--- config.mk ---
export PLATFORM = sky130hd
export DESIGN_NAME = prt_dp_pm_lb_arb
export DESIGN_NICKNAME = d
export VERILOG_FILES = /design/src/rtl/prt_dp_pm_lb_arb_pkg.sv /design/src/rtl/prt_dp_lib_rr_arb.sv /design/src/rtl/prt_dp_pm_lb_arb.sv
export SDC_FILE = /design/constraint.sdc
export NUM_CORES = 1
export LEC_CHECK = 0
export ABC_AREA = 1
export CAP_MARGIN = 20
export CORE_MARGIN = 1.5
export CORE_UTILIZATION = 40
export DETAILED_ROUTE_END_ITERATION = 6
export PLACE_DENSITY = 0.78
export SLEW_MARGIN = 20
export SYNTH_ARGS = -nofsm -noshare
export SYNTH_HDL_FRONTEND = slang
export SYNTH_SLANG_ARGS = --single-unit
--- constraint.sdc ---
create_clock -name CLK_IN -period 2.5 [get_ports CLK_IN]
set_input_delay 0.5 -clock CLK_IN [delete_from_list [all_inputs] [get_ports CLK_IN]]
set_output_delay 0.5 -clock CLK_IN [all_outputs]
set_load 0.01 [all_outputs]
--- src/rtl/prt_dp_pm_lb_arb_pkg.sv ---
// rtl/prt_dp_pm_lb_arb_pkg.sv - shared types and constants for the PM local-bus arbiter
package prt_dp_pm_lb_arb_pkg;

    typedef enum logic [1:0] {
        ST_IDLE,
        ST_ISSUE,
        ST_RWAIT,
        ST_RESP
    } lb_state_t;

    // Word returned to a master whose read timed out
    localparam logic [31:0] ERR_DATA = 32'hdeadcafe;

endpackage

--- src/rtl/prt_dp_lib_rr_arb.sv ---
// rtl/prt_dp_lib_rr_arb.sv - combinational round-robin grant, first requester after ptr wins
module prt_dp_lib_rr_arb #(
    parameter int P_REQ   = 2,
    parameter int P_IDX_W = (P_REQ > 1) ? $clog2(P_REQ) : 1
) (
    input  logic [P_REQ-1:0]   req,
    input  logic [P_IDX_W-1:0] ptr,
    output logic [P_REQ-1:0]   gnt,
    output logic [P_IDX_W-1:0] gnt_idx,
    output logic               any
);

    // Scan requesters starting one past the pointer, wrapping modulo P_REQ
    always_comb begin
        int k;
        k       = 0;
        gnt     = '0;
        gnt_idx = '0;
        any     = 1'b0;
        for (int i = 1; i <= P_REQ; i++) begin
            k = (int'(ptr) + i) % P_REQ;
            if (!any && req[P_IDX_W'(k)]) begin
                any     = 1'b1;
                gnt_idx = P_IDX_W'(k);
            end
        end
        if (any) begin
            gnt[gnt_idx] = 1'b1;
        end
    end

endmodule

--- src/rtl/prt_dp_pm_lb_arb.sv ---
// rtl/prt_dp_pm_lb_arb.sv - round-robin local-bus arbiter with single-strobe reads and read timeout
module prt_dp_pm_lb_arb
    import prt_dp_pm_lb_arb_pkg::*;
#(
    parameter int P_REQ       = 2,
    parameter int P_ADR_WIDTH = 4,
    parameter int P_DAT_WIDTH = 32,
    parameter int P_TIMEOUT   = 15
) (
    input  logic                         CLK_IN,
    input  logic                         RST_IN,
    input  logic [P_REQ*P_ADR_WIDTH-1:0] REQ_ADR_IN,
    input  logic [P_REQ-1:0]             REQ_WR_IN,
    input  logic [P_REQ-1:0]             REQ_RD_IN,
    input  logic [P_REQ*P_DAT_WIDTH-1:0] REQ_DIN_IN,
    output logic [P_DAT_WIDTH-1:0]       REQ_DOUT_OUT,
    output logic [P_REQ-1:0]             REQ_VLD_OUT,
    output logic [P_REQ-1:0]             REQ_RDY_OUT,
    output logic [P_ADR_WIDTH-1:0]       SLV_ADR_OUT,
    output logic                         SLV_WR_OUT,
    output logic                         SLV_RD_OUT,
    output logic [P_DAT_WIDTH-1:0]       SLV_DIN_OUT,
    input  logic [P_DAT_WIDTH-1:0]       SLV_DOUT_IN,
    input  logic                         SLV_VLD_IN,
    output logic                         ERR_OUT
);

    localparam int                        IW       = (P_REQ > 1) ? $clog2(P_REQ) : 1;
    localparam logic [7:0]                TO_CNT   = 8'(P_TIMEOUT);
    localparam logic [P_DAT_WIDTH+31:0]   ERR_EXT  = {{P_DAT_WIDTH{1'b0}}, ERR_DATA};
    localparam logic [P_DAT_WIDTH-1:0]    ERR_WORD = ERR_EXT[P_DAT_WIDTH-1:0];
    localparam logic [P_REQ-1:0]          ONE      = P_REQ'(1);

    lb_state_t               state, state_nxt;
    logic [IW-1:0]           ptr_q;
    logic [IW-1:0]           gnt_q;
    logic [P_ADR_WIDTH-1:0]  adr_q;
    logic [P_DAT_WIDTH-1:0]  din_q;
    logic [P_DAT_WIDTH-1:0]  dout_q;
    logic                    wr_q;
    logic                    err_q;
    logic [7:0]              cnt_q;
    logic [7:0]              cnt_inc;
    logic                    timeout_hit;

    logic [P_REQ-1:0]        arb_gnt;
    logic [IW-1:0]           arb_idx;
    logic                    arb_any;
    logic [P_ADR_WIDTH-1:0]  sel_adr;
    logic [P_DAT_WIDTH-1:0]  sel_din;
    logic                    sel_wr;
    logic [P_REQ-1:0]        gnt_oh;

    prt_dp_lib_rr_arb #(
        .P_REQ   (P_REQ),
        .P_IDX_W (IW)
    ) u_rr_arb (
        .req     (REQ_WR_IN | REQ_RD_IN),
        .ptr     (ptr_q),
        .gnt     (arb_gnt),
        .gnt_idx (arb_idx),
        .any     (arb_any)
    );

    // Select the winning requester's address, data and operation (write beats read)
    always_comb begin
        sel_adr = '0;
        sel_din = '0;
        sel_wr  = 1'b0;
        for (int n = 0; n < P_REQ; n++) begin
            if (arb_gnt[n]) begin
                sel_adr = REQ_ADR_IN[n*P_ADR_WIDTH +: P_ADR_WIDTH];
                sel_din = REQ_DIN_IN[n*P_DAT_WIDTH +: P_DAT_WIDTH];
                sel_wr  = REQ_WR_IN[n];
            end
        end
    end

    assign cnt_inc     = cnt_q + 8'd1;
    assign timeout_hit = (cnt_inc == TO_CNT);

    // State register
    always_ff @(posedge CLK_IN or negedge RST_IN) begin
        if (!RST_IN) begin
            state <= ST_IDLE;
        end else begin
            state <= state_nxt;
        end
    end

    // Next-state logic: arbitration only in IDLE, one access in flight
    always_comb begin
        state_nxt = state;
        case (state)
            ST_IDLE:  if (arb_any) state_nxt = ST_ISSUE;
            ST_ISSUE: state_nxt = wr_q ? ST_IDLE : ST_RWAIT;
            ST_RWAIT: if (SLV_VLD_IN || timeout_hit) state_nxt = ST_RESP;
            ST_RESP:  state_nxt = ST_IDLE;
            default:  state_nxt = ST_IDLE;
        endcase
    end

    // Grant capture, timeout counting and read-data capture
    always_ff @(posedge CLK_IN or negedge RST_IN) begin
        if (!RST_IN) begin
            ptr_q  <= IW'(P_REQ - 1);
            gnt_q  <= '0;
            adr_q  <= '0;
            din_q  <= '0;
            dout_q <= '0;
            wr_q   <= 1'b0;
            err_q  <= 1'b0;
            cnt_q  <= '0;
        end else begin
            err_q <= 1'b0;
            case (state)
                ST_IDLE: begin
                    if (arb_any) begin
                        gnt_q <= arb_idx;
                        ptr_q <= arb_idx;
                        adr_q <= sel_adr;
                        din_q <= sel_din;
                        wr_q  <= sel_wr;
                    end
                end
                ST_ISSUE: cnt_q <= '0;
                ST_RWAIT: begin
                    if (SLV_VLD_IN) begin
                        dout_q <= SLV_DOUT_IN;
                    end else begin
                        cnt_q <= cnt_inc;
                        if (timeout_hit) begin
                            dout_q <= ERR_WORD;
                            err_q  <= 1'b1;
                        end
                    end
                end
                default: ;
            endcase
        end
    end

    assign gnt_oh       = ONE << gnt_q;
    assign SLV_WR_OUT   = (state == ST_ISSUE) && wr_q;
    assign SLV_RD_OUT   = (state == ST_ISSUE) && !wr_q;
    assign SLV_ADR_OUT  = adr_q;
    assign SLV_DIN_OUT  = din_q;
    assign REQ_DOUT_OUT = dout_q;
    assign ERR_OUT      = err_q;
    assign REQ_VLD_OUT  = (state == ST_RESP) ? gnt_oh : '0;
    assign REQ_RDY_OUT  = (SLV_WR_OUT || state == ST_RESP) ? gnt_oh : '0;

endmodule

* Word level (Yosys, flattened, before mapping)
Cells that the tools add are included.
** Word-level totals
- Register bits :: 82
- Bits in latches :: 0
- Bits in writable memories :: 0
- ROM bits :: 0
- Output and inout bits :: 75
- Memories kept :: 0
** Cells by class
- $add $sub $neg :: 3
- Multipliers :: 0
- Div/mod/pow operators :: 0
- Magnitude comparators :: 4
- Equality and inequality tests :: 7
- Shift operators :: 1
- Muxes and demuxes :: 30
- Bitwise operators :: 1
- Reduce and logical (&&, ||, !) cells :: 15
** Operators with widths (count)
- 32-bit 2-to-1 mux :: 4
- 8-bit one-hot mux with 2 select lines :: 1
- 1-bit 2-to-1 mux :: 14
- 2-bit 2-to-1 mux :: 6
- 8-bit by 1-bit adder with 8-bit output, second input constant :: 1
- 8-bit by 4-bit equality test with 1-bit output, second input constant :: 1
- 4-bit 2-to-1 mux :: 2
- 8-bit 2-to-1 mux :: 1
- 2-bit one-hot mux with 4 select lines :: 1
- 2-bit AND reduction :: 4
- 1-bit by 3-bit less-than comparator with 1-bit output, second input constant :: 2
- 2-bit != test, second input constant :: 3
- 2-bit equality test, second input constant :: 2
- 1-bit logical AND :: 4
- 2-bit nonzero test :: 2
- 1-bit adder, second input constant :: 2
- 2-bit by 1-bit equality test with 1-bit output, second input constant :: 1
- 1-bit zero test :: 2
- 2-bit zero test :: 1
- 1-bit logical OR :: 2
- 1-bit by 2-bit less-than comparator with 1-bit output, second input constant :: 1
- 1-bit by 1-bit << shifter with 2-bit output, first input constant :: 1
- 1-bit demux with 1-bit select :: 1
- 1-bit greater-or-equal comparator, second input constant :: 1
- 1-bit OR :: 1

* Logic depth before layout (Yosys ltp)
- Depth in word-level cells :: 15
- Mapped depth :: 12
- Depth with buffers taken out :: 11

* Hierarchy
Synthesis repeated with hierarchy kept, for this count alone.
** Unflattened totals
- Cells, all modules :: 478
- Area total of the unflattened synthesis :: 4224.1 um2
** Modules (own cells, without submodules)
- prt_dp_pm_lb_arb :: times used 1, cells an instance 472, area each 4191.5 um2, seq. area each 2053.2 um2
- prt_dp_lib_rr_arb :: times used 1, cells an instance 6, area each 32.5 um2, seq. area each 0.0 um2

* Worst setup path before layout
No wires, ideal clock.
- Path type :: reg-to-reg
- Start :: register cnt_q[0]
- End :: register dout_q[13], in the netlist REQ_DOUT_OUT[13]
- Library setup time :: 0.118 ns
- Arrival :: 1.475 ns
- Data required time :: 2.382 ns
- Setup slack :: 0.907 ns
- Cell stages (with the launch flop) :: 11
- Path buffers :: 1
- Cells stage by stage :: dfrtp_1 -> ha_1 -> nand3_1 -> nor2_1 -> nand2_1 -> nand2_2 -> nor2_4 -> nand3_4 -> buf_6 -> nand3_1 -> nand2_1
** Between the ends
- Word-level cells in the longest chain between the ends :: 4
** RTL lines
- from (decl) :: line prt_dp_pm_lb_arb.sv:42 : logic [7:0] cnt_q;
- from (signal assigned) :: line prt_dp_pm_lb_arb.sv:131 : cnt_q <= cnt_inc;
- 8-bit by 1-bit adder with 8-bit output :: line prt_dp_pm_lb_arb.sv:79 : assign cnt_inc = cnt_q + 8'd1;
- 8-bit by 4-bit equality test with 1-bit output :: line prt_dp_pm_lb_arb.sv:80 : assign timeout_hit = (cnt_inc == TO_CNT);
- 2-bit nonzero test (no source line)
- 2-bit AND reduction (no source line)
- to (signal assigned) :: line prt_dp_pm_lb_arb.sv:110 : dout_q <= '0;
- to (signal assigned) :: line prt_dp_pm_lb_arb.sv:129 : dout_q <= SLV_DOUT_IN;
- to (signal assigned) :: line prt_dp_pm_lb_arb.sv:133 : dout_q <= ERR_WORD;
- to (decl) :: line prt_dp_pm_lb_arb.sv:39 : logic [P_DAT_WIDTH-1:0] dout_q;
Every way passes these cells.
A chain may end at the register's enable or synchronous reset.

* Worst setup path after layout
- Start :: input port REQ_WR_IN[0]
- End :: register din_q[1], in the netlist SLV_DIN_OUT[1]
** Between the ends
- Word-level cells in the longest chain between the ends :: 14
- Elaborated cells between the ends (all ways) :: 20
- Those cells by class :: 2 x order compare; 13 x mux; 1 x bitwise; 4 x reduce/logical
** RTL lines
- from (decl) :: line prt_dp_pm_lb_arb.sv:13 : input logic [P_REQ-1:0] REQ_WR_IN,
- 1-bit OR * :: line prt_dp_pm_lb_arb.sv:58 : .req (REQ_WR_IN | REQ_RD_IN),
- 1-bit 2-to-1 mux (implied by the code) (2 in a row) :: line prt_dp_lib_rr_arb.sv:22 : if (!any && req[P_IDX_W'(k)]) begin
- 1-bit 2-to-1 mux :: line prt_dp_lib_rr_arb.sv:22
- 1-bit zero test :: line prt_dp_lib_rr_arb.sv:22
- 1-bit logical AND :: line prt_dp_lib_rr_arb.sv:22
- 1-bit 2-to-1 mux :: line prt_dp_lib_rr_arb.sv:22
- 1-bit by 2-bit less-than comparator with 1-bit output (implied by the code) or 1-bit greater-or-equal comparator (tied branches) :: line prt_dp_lib_rr_arb.sv:28 : gnt[gnt_idx] = 1'b1;
- 1-bit logical AND (implied by the code) :: line prt_dp_lib_rr_arb.sv:28
- 1-bit 2-to-1 mux (implied by the code) :: line prt_dp_lib_rr_arb.sv:28
- 1-bit demux with 1-bit select
- 2-bit 2-to-1 mux :: line prt_dp_lib_rr_arb.sv:27 : if (any) begin
- 32-bit 2-to-1 mux (2 in a row) :: line prt_dp_pm_lb_arb.sv:71 : if (arb_gnt[n]) begin
- to (signal assigned) :: line prt_dp_pm_lb_arb.sv:122 : din_q <= sel_din;
- to (decl) :: line prt_dp_pm_lb_arb.sv:38 : logic [P_DAT_WIDTH-1:0] din_q;
Mark *: on every way between the ends. The rest lies on a longest branch, timed or not. The select of a mux whose other input is x is not followed.

==> impl_metrics.ini <==
[setup_path]
critical_path.startpoint = REQ_WR_IN[0]
worstPathRequired_ns = 2.69
cp-end-kind = register
r2r_end = REQ_DOUT_OUT[5]$_DFFE_PN0P_
reg2reg_slack_ns = 0.51
crit_end = SLV_DIN_OUT[1]$_DFFE_PN0P_
worstPathMaxFanout = 74
worstSetupPathType = in -> reg
r2r_cells = 8
cp-start-kind = input pin
arrival_ns = 2.40
reg2reg_from = cnt_q[0]$_DFFE_PN0P_

[floorplanning]
die_x_um = 103
die_h_um = 103
top_level_ports = 186
rows = 36
start_util_pct = 41.2
dieArea_um2 = 10600
core-area_um2 = 9730

[place]
postPlaceCellArea_um2 = 5930
dp_slack_ns = 0.0987
numPlacedInstances = 771
place.gp.congestion = 0.775
port-buffer-count = 184
hpwl_um = 8230

[synth]
synthTopCellsByCount = nand3_1 (130), nand2_1 (105), dfrtp_1 (81)
syn_nets = 586
async_flop_share_pct = 100
synth_seq_cells = 82
syn_area_per_cell_um2 = 8.47
yosys.cell_types.count = 30
netlist_area_um2 = 4010
ys.flop_type = dfrtp_1
synthTopCellsByArea = dfrtp_1 (51%), nand3_1 (16%), nand2_1 (9.8%)
synth_most_common_cell = nand3_1
synth_top_area_cell = dfrtp_1
postSynthCellCount = 473
seq_area_frac_synth_pct = 51.2
synth-warning-count = 0
netlist.area_leader.share_pct = 50.6
synth-edff-count = 0

[sta]
min_period_ns = 2.21
fin_tns_setup_ns = 0
slew_headroom_pct = 41.4
fin_hold_ws_ns = 0.158
rsz0062_at_grt = false
hold_viol_final = 0
finalSetupViolations = 0
worst_slack_ns = 0.291
period_share_pct = 88.3
finalClockSkew_ns = 0.00953
worst_pin_slew_ns = 0.878
fmax_mhz = 453
maxSlewViolCount = 0

[grt]
grt_use_total_pct = 21.4
grt_max_degree = 75
overflow = 0
antenna_found_initial = 0
grt_pass1_wl_um = 17700
first_global_vias = 3788

[cts]
cts_tree = done
post_cts_buffers = 0
cts_root_buf = clkbuf_8
clk_pin_slew_ns = 0.08
hold_buffers = 0
cts-htree-levels = 3
cts_buffer_depth = 2
ctsResizeCount = 0
clk_latency_ns = 0.35
cts_sinks = 82
numCtsBuffers = 9

[layout]
synthToLayoutAreaGrowth_pct = 52.0
insertedDiodeCount = 0
fin_cells = 785
final_util_pct = 62.6
drive_above_1_share_pct = 11.3
finalNetCount = 762
stdcell_area_um2 = 6090

[power_and_ir_drop]
swShare_pct = 38.0
seqPwrFrac_pct = 36.0
p_leak_nw = 2.65
peakVddDrop_mv = 0.478
p_switching_mw = 2.42
powerDensity_nw_per_um2 = 1050
power_mw = 6.38
pwr-share-comb_pct = 50.9
p_int_mw = 3.96
p_clk_share_pct = 13.1

[worst_hold_path]
hp-class = in -> async

[drt]
via_per_inst = 5.01
wl_per_cell_um = 14.6
drt_wl_total_um = 11500
route.vias.total = 3936
ant_nets = 0
drc = 0
drt_iter0_markers = 185
dr.pass1.iters = 4

[run_status]
status = complete, no violations

[flow_run]
max-cap-violations = 0
## how the worst min path moves through the flow
stage                                  from                            to  slack, ns  cells past startpoint
final                                RST_IN  REQ_DOUT_OUT[28]$_DFFE_PN0P_       0.16                      1
after global routing                 RST_IN  REQ_DOUT_OUT[27]$_DFFE_PN0P_       0.20                      1
after detailed placement  ptr_q$_DFFE_PN1P_             ptr_q$_DFFE_PN1P_       0.47                      2
after global placement    ptr_q$_DFFE_PN1P_             ptr_q$_DFFE_PN1P_       0.47                      2
after CTS                            RST_IN  REQ_DOUT_OUT[28]$_DFFE_PN0P_       0.17                      1
after floorplan                      RST_IN             ERR_OUT$_DFF_PN0_       0.20                      0
## cells in the final DEF (no fill, tap or decap), types with 2 or more instances in the layout
cell type        Yosys  final
clkdlybuf4s50_1      0    183
nand3_1            130    130
nand2_1            105    105
dfrtp_1             81     81
nor2_1              31     30
or2_2               22     22
a31oi_1             17     17
inv_1               16     15
buf_4                1     12
clkbuf_8             1     10
o21ai_0              9      9
nand2_2              6      6
nand3_2              5      5
nor2_4               4      4
nor2_2               2      3
clkinv_2             0      3
inv_2                2      2
nand2_4              2      2
ha_1                 2      2
## cell families after synthesis
kind of cell	synth area share (%)
AO/OA/AOI/OAI	4.59
XOR/XNOR	0.219
adder cells (fa/ha/maj)	0.624
buffers and inverters	6.31
flip-flops	51.2
AND/OR/NAND/NOR	37.0
## registers in the layout, summed over array words and instances, names as in the netlist, named ones only
| signal | count |
|---|---|
| REQ_DOUT_OUT | 32 |
| wr_q | 1 |
| SLV_ADR_OUT | 4 |
| state | 1 |
| SLV_DIN_OUT | 32 |
| cnt_q | 8 |
| gnt_q | 1 |
| ptr_q | 1 |
| ERR_OUT | 1 |
## critical path, cell delays in order
cell	delay, ns
clkdlybuf4s50_1	0.43
nor2_1	0.19
inv_2	0.06
nand2_1	0.09
clkinv_2	0.68
nor2_1	0.36
a31oi_1	0.08
## area by class of cell
type / instances / area [um2]
fillers: 840 / 3640
flip-flops and latches: 82 / 2050
repair buffers: 196 / 1940
multi-input cells: 342 / 1700
well taps: 133 / 166
clock buffers: 11 / 141
inverters: 18 / 68.8
clock inverters: 3 / 17.5
## per-layer routing
metal,GRT usage (%),share of wire [%],vias up
li1,-,-,1921
met1,26.3,40,1841
met2,35.2,48,165
met3,7.32,10,9
met4,7.48,1.2,0
met5,0,0,-
## power by group through the flow
stage | clock network, mW | logic (mW) | registers [mW]
after floorplan | 0 | 1.34 | 2.53
after global placement | 0 | 3.21 | 2.29
after detailed placement | 0 | 3.28 | 2.31
after CTS | 0.858 | 3.29 | 2.30
after global routing | 0.915 | 3.56 | 2.37
final | 0.838 | 3.25 | 2.29
No activity file was read; power rests on OpenSTA's default activity.
